File: src/rtl/if_stage.sv
// Instruction-fetch stage: next-PC select, IF PC register, inst-SRAM request
// and a one-entry buffer holding the fetched word while ID stalls.
module if_stage #(
    parameter logic [31:0] RESET_PC = 32'h1c000000
) (
    input  logic        clk,
    input  logic        reset,
    input  logic        id_allow_in,
    input  logic [33:0] id_to_if_bus,
    output logic        if_to_id_valid,
    output logic [63:0] if_to_id_bus,
    output logic        inst_sram_en,
    output logic [3:0]  inst_sram_we,
    output logic [31:0] inst_sram_addr,
    output logic [31:0] inst_sram_wdata,
    input  logic [31:0] inst_sram_rdata
);

    logic        br_taken;
    logic [31:0] br_target;
    logic        br_cancel;
    logic        br_pending;

    logic        to_fs_valid;
    logic [31:0] nextpc;

    logic        fs_valid;
    logic [31:0] fs_pc;
    logic        fs_ready_go;
    logic        fs_allow_in;

    logic        buf_valid;
    logic [31:0] inst_buf;
    logic        buf_capture;
    logic [31:0] fs_inst;

    assign br_taken   = id_to_if_bus[33];
    assign br_target  = id_to_if_bus[32:1];
    assign br_cancel  = id_to_if_bus[0];
    assign br_pending = br_taken && !br_cancel;

    assign to_fs_valid = reset;
    assign nextpc      = br_cancel ? br_target : fs_pc + 32'd4;

    // A cancelling branch redirects fetch even when ID itself is stalled.
    assign fs_ready_go = 1'b1;
    assign fs_allow_in = (!fs_valid || (fs_ready_go && id_allow_in) || br_cancel)
                         && !br_pending;

    assign buf_capture = fs_valid && !buf_valid && !fs_allow_in && !br_cancel;

    always_ff @(posedge clk or negedge reset) begin
        if (!reset) begin
            fs_valid <= 1'b0;
            fs_pc    <= RESET_PC - 32'd4;
        end else if (fs_allow_in) begin
            fs_valid <= to_fs_valid;
            fs_pc    <= nextpc;
        end
    end

    // SRAM output is only trustworthy the cycle after a request.
    always_ff @(posedge clk or negedge reset) begin
        if (!reset) begin
            buf_valid <= 1'b0;
            inst_buf  <= 32'b0;
        end else if (fs_allow_in) begin
            buf_valid <= 1'b0;
        end else if (buf_capture) begin
            buf_valid <= 1'b1;
            inst_buf  <= inst_sram_rdata;
        end
    end

    assign fs_inst = buf_valid ? inst_buf : inst_sram_rdata;

    assign if_to_id_valid = fs_valid && !br_cancel;
    assign if_to_id_bus   = {fs_inst, fs_pc};

    assign inst_sram_en    = to_fs_valid && fs_allow_in;
    assign inst_sram_we    = 4'b0;
    assign inst_sram_addr  = nextpc;
    assign inst_sram_wdata = 32'b0;

endmodule

File: config.mk
export PLATFORM = sky130hd
export DESIGN_NAME = if_stage
export DESIGN_NICKNAME = d
export VERILOG_FILES = /design/src/rtl/if_stage.sv
export SDC_FILE = /design/constraint.sdc
export NUM_CORES = 1
export LEC_CHECK = 0
export BUFFER_PORTS_ARGS = -buffer_cell sky130_fd_sc_hd__clkbuf_2
export CAP_MARGIN = 30
export CORE_ASPECT_RATIO = 1.75
export CORE_MARGIN = 2
export CORE_UTILIZATION = 52
export CTS_CLUSTER_DIAMETER = 120
export CTS_CLUSTER_SIZE = 28
export DETAILED_ROUTE_END_ITERATION = 10
export PLACE_DENSITY = 0.87
export RECOVER_POWER = 100
export SLEW_MARGIN = 20
export SYNTH_ARGS = -nofsm -noshare
export SYNTH_HDL_FRONTEND = slang
export SYNTH_SLANG_ARGS = --single-unit
File: constraint.sdc
create_clock -name clk -period 6.45 [get_ports clk]
set_input_delay 0.9675 -clock clk [delete_from_list [all_inputs] [get_ports clk]]
set_output_delay 0.9675 -clock clk [all_outputs]
set_load 0.05 [all_outputs]
# Word-level counts from Yosys, hierarchy flattened

Index checks and enable logic that the tools add are counted.

Register bits after elaboration: 66
Bits of input ports: 69
Output and inout bits: 134
Word-level logic and storage cells: 26

Bitwise logic cells: 1
Reduce and logical (&&, ||, !) cells: 16
Add/sub/neg operators: 1
Mux-type cells: 4

Operators with widths:

| operator                                                        | number |
|---|---|
| 32-bit 2-to-1 mux                                               | 2 |
| 32-bit by 3-bit adder with 32-bit output, second input constant | 1 |
| 1-bit logical AND                                               | 7 |
| 1-bit logical NOT                                               | 5 |
| 1-bit logical OR                                                | 2 |
| 1-bit 2-to-1 mux                                                | 2 |
| 2-bit AND reduction                                             | 1 |
| 2-bit nonzero test                                              | 1 |
| 1-bit NOT                                                       | 1 |

# Longest topological paths before layout

Word-level depth: 9
Gate-level depth with buffers: 6
Mapped depth without buffers: 5

# Worst setup path before layout

No wires, ideal clock.

Path kind: input port to output port
From: input port id_to_if_bus[0]
To: output port inst_sram_addr[20]
Data required time: 5.483 ns
Slack: 2.373 ns
Arrival: 3.109 ns
Stages on the path: 5
Buffers on the path: 3
Cells stage by stage: buf_2 > clkbuf_1 > buf_1 > nor2_1 > a311oi_1

Word-level cells in the longest chain between the ends: 1

Ends and longest elaborated chain:

| what              | RTL line | text |
|---|---|---|
| start, declared   | 9        | `input logic [33:0] id_to_if_bus,` |
| 32-bit 2-to-1 mux | 43       | `assign nextpc = br_cancel ? br_target : fs_pc + 32'd4;` |
| end, declared     | 14       | `output logic [31:0] inst_sram_addr,` |

No other way between the ends.

# Worst setup path in the final report

Ends and elaborated chain as after synthesis.

==> impl_metrics.ini <==
[clocking]
cts_buffers = 9
cts-htree-levels = 3
ctsResizeCount = 0
cts_setup_buffers = 0
holdBufCountCts = 0
cts-root-buf = clkbuf_16
cts_tree = done
clock-sinks = 66
cts.clk_slew.worst_paths_ns = 0.05
clockBufferDepth = 2
clk-insertion-delay-late_ns = 0.32

[timing]
slew_headroom_pct = -10.0
slew_viol_final = 72
finalWorstSetupSlack_ns = 1.65
clock_skew_ns = 0.00688
fmax_mhz = 208
period_minus_slack_ns = 4.80
finalSetupViolations = 0
finalHoldViolations = 0
period_share_pct = 74.4
rsz0062_at_grt = no
fin_tns_setup_ns = 0
worst_pin_slew_ns = 1.65

[status]
outcome = finished, violations left
violations = max-capacitance violations, max-slew violations

[global_routing]
grtUsageMet3_pct = 5.99
grt_use_total_pct = 25.5
grt_antenna_before_repair = 0
grt_pass1_wl_mm = 19.4
gr-total-overflow = 0
grt.busiest_layer = met2
use_met2_pct = 43.8
grt_max_degree = 68
met1_usage_pct = 28.0
grt_pass1_vias = 4158

[synth]
synth.avg_cell_area_um2 = 9.94
ys_seq_area_share_pct = 36.2
synth_edf_count = 0
ys_types = 53
yosysTopAreaCellShare_pct = 21.5
syn_inst = 468
synth_area_leaders = dfrtp_1 (22%), mux2_2 (19%), dfstp_2 (15%), buf_4 (6.0%), a31oi_1 (2.4%)
synth_top_area_cell = dfrtp_1
yosys_register_bits = 66
ys_warn_count = 0
ys_async_sr_fraction_pct = 100
synth_ff_type = dfrtp_1
synth_area_um2 = 4650

[cells_and_area]
area_growth_pct = 19.3
n_fill_cell = 752
drive_gt1_share_pct = 30.8
nNetsFinal = 689
antenna_cells = 0
fin_util_pct = 64.0
stdcell_count = 741

[route]
drtAntennaViolNets = 0
drcViolationCount = 0
post_drt_wl_per_cell_um = 16.6
via_per_inst = 5.80
dr.pass1.iters = 4
finalWirelength_mm = 12.3
drt-initial-drc-count = 364
num_vias = 4301

[place]
port_buffers = 166
dp.cells = 725
dpl_worst_slack_ns = 2.81
dpl.hpwl_mm = 9.39
gp_congestion = 0.890

[floorplanning]
rows = 45
core-area_um2 = 8670
initial_utilization_pct = 53.7
die_x_um = 75.5
die_height_um = 129
die_area_um2 = 9750
io_pins = 203

[hold_path]
hold_start = inst_buf[30]
hold_path.class = flop to flop

[run]
drv_cap = 2

[worst_setup_path]
r2r-start = buf_valid
cp.required_ns = 5.48
cp-end-kind = primary output
crit_end = inst_sram_addr[20]
ff2ff_path_depth = 3
crit_arrival_ns = 3.83
rrSetupSlack_ns = 3.46
start_kind = input port
critPathKind = input port to primary output
crit_start = id_to_if_bus[0]
timing.rr.end = inst_buf[9]
crit_fanout = 38

[pwr]
power_density_nw_per_um2 = 316
vdd_drop_max_mv = 0.229
p_leak_uw = 0.00220
==> routing by layer <==
layer  up-vias  wire length, µm
met4         0              552
li1       2010                -
met2       224             6480
met5         -                0
met1      2016             4400
met3        51              870
==> synth_stat cells (5+ instances only) <==
master,n
a211oi_1,7
a21boi_0,6
a21oi_1,6
a311oi_1,11
a31oi_1,18
and3_1,9
and4_1,9
buf_2,8
buf_4,37
clkbuf_1,16
dfrtp_1,40
dfstp_2,26
inv_1,5
mux2_2,78
nand2_1,19
nand2b_1,8
nand3_1,6
nand4_1,8
nor2_1,25
nor2b_1,7
nor3_1,12
nor4_1,11
o21ai_0,13
o31a_1,10
o31ai_1,10
or3_1,11
or4_1,6
xnor2_1,6
xor2_1,6
==> report_power, final <==
group / total [µW] / internal (µW) / switching, µW / leakage [µW]
Sequential: 610 / 520 / 90.2 / 0.000749
Clock: 488 / 310 / 178 / 0.000143
Combinational: 658 / 178 / 480 / 0.00131
==> through the flow <==
step                      hold WS [ns]  power (µW)  area, µm²
after floorplan                  0.452        1150       4780
after detailed placement         0.490        1300       5400
final                            0.498        1760       5550
after global routing             0.525        1830       5550
after global placement           0.462        1270       5380
after CTS                        0.505        1790       5700
==> how the worst min path moves through the flow <==
stage,to,slack [ns],depth (start not counted)
after floorplan,inst_buf[7],0.45,1
after global placement,inst_buf[7],0.46,1
after detailed placement,inst_buf[24],0.49,1
after CTS,inst_buf[30],0.51,1
after global routing,inst_buf[30],0.52,1
final,inst_buf[30],0.50,1
==> kinds of logic (layout without fill, tap and decap cells) <==
| logic type | Yosys count | after routing | share of synthesized area [%] |
|---|---|---|---|
| other | 1 | 36 | 0.0806 |
| buffers and inverters | 72 | 193 | 9.20 |
| multiplexers | 79 | 79 | 19.1 |
| XOR/XNOR | 12 | 12 | 2.26 |
| adder cells (fa/ha/maj) | 1 | 1 | 0.269 |
| AO/OA/AOI/OAI | 90 | 90 | 14.2 |
| flip-flops | 66 | 66 | 36.2 |
| AND/OR/NAND/NOR | 147 | 147 | 18.7 |
==> placed cells by master (no fill, tap or decap), types with 10 or more instances in the layout <==
master and count:
clkbuf_2 66, nor4_1 11, clkbuf_1 104, conb_1 36, o21ai_0 13, dfstp_2 23, nor3_1 12, nor2_1 25
or3_1 11, mux2_2 77, o31a_1 10, a31oi_1 18, a311oi_1 11, dfrtp_1 40, nand2_1 19, o31ai_1 10
==> critical path: stages <==
cell      delay (ns)
clkbuf_1        0.57
clkbuf_1        1.26
nor2_1          0.17
a311oi_1        0.35
clkbuf_1        0.50
==> final cells by class <==
| cell class | instances | area (µm²) | area share, % |
|---|---|---|---|
| inverter | 6 | 22.5 | 0.406 |
| multi-input combinational | 365 | 2670 | 48.0 |
| sequential | 66 | 1680 | 30.3 |
| timing repair buffer | 171 | 733 | 13.2 |
| tap | 117 | 146 | 2.64 |
| clock inverter | 4 | 51.3 | 0.924 |
| clock buffer | 12 | 246 | 4.44 |
==> state kept, by name, summed over array words and instances (netlist names) <==
register	cells
fs_pc	32
fs_valid	1
buf_valid	1
inst_buf	32
No activity file was read; power rests on OpenSTA's default activity.
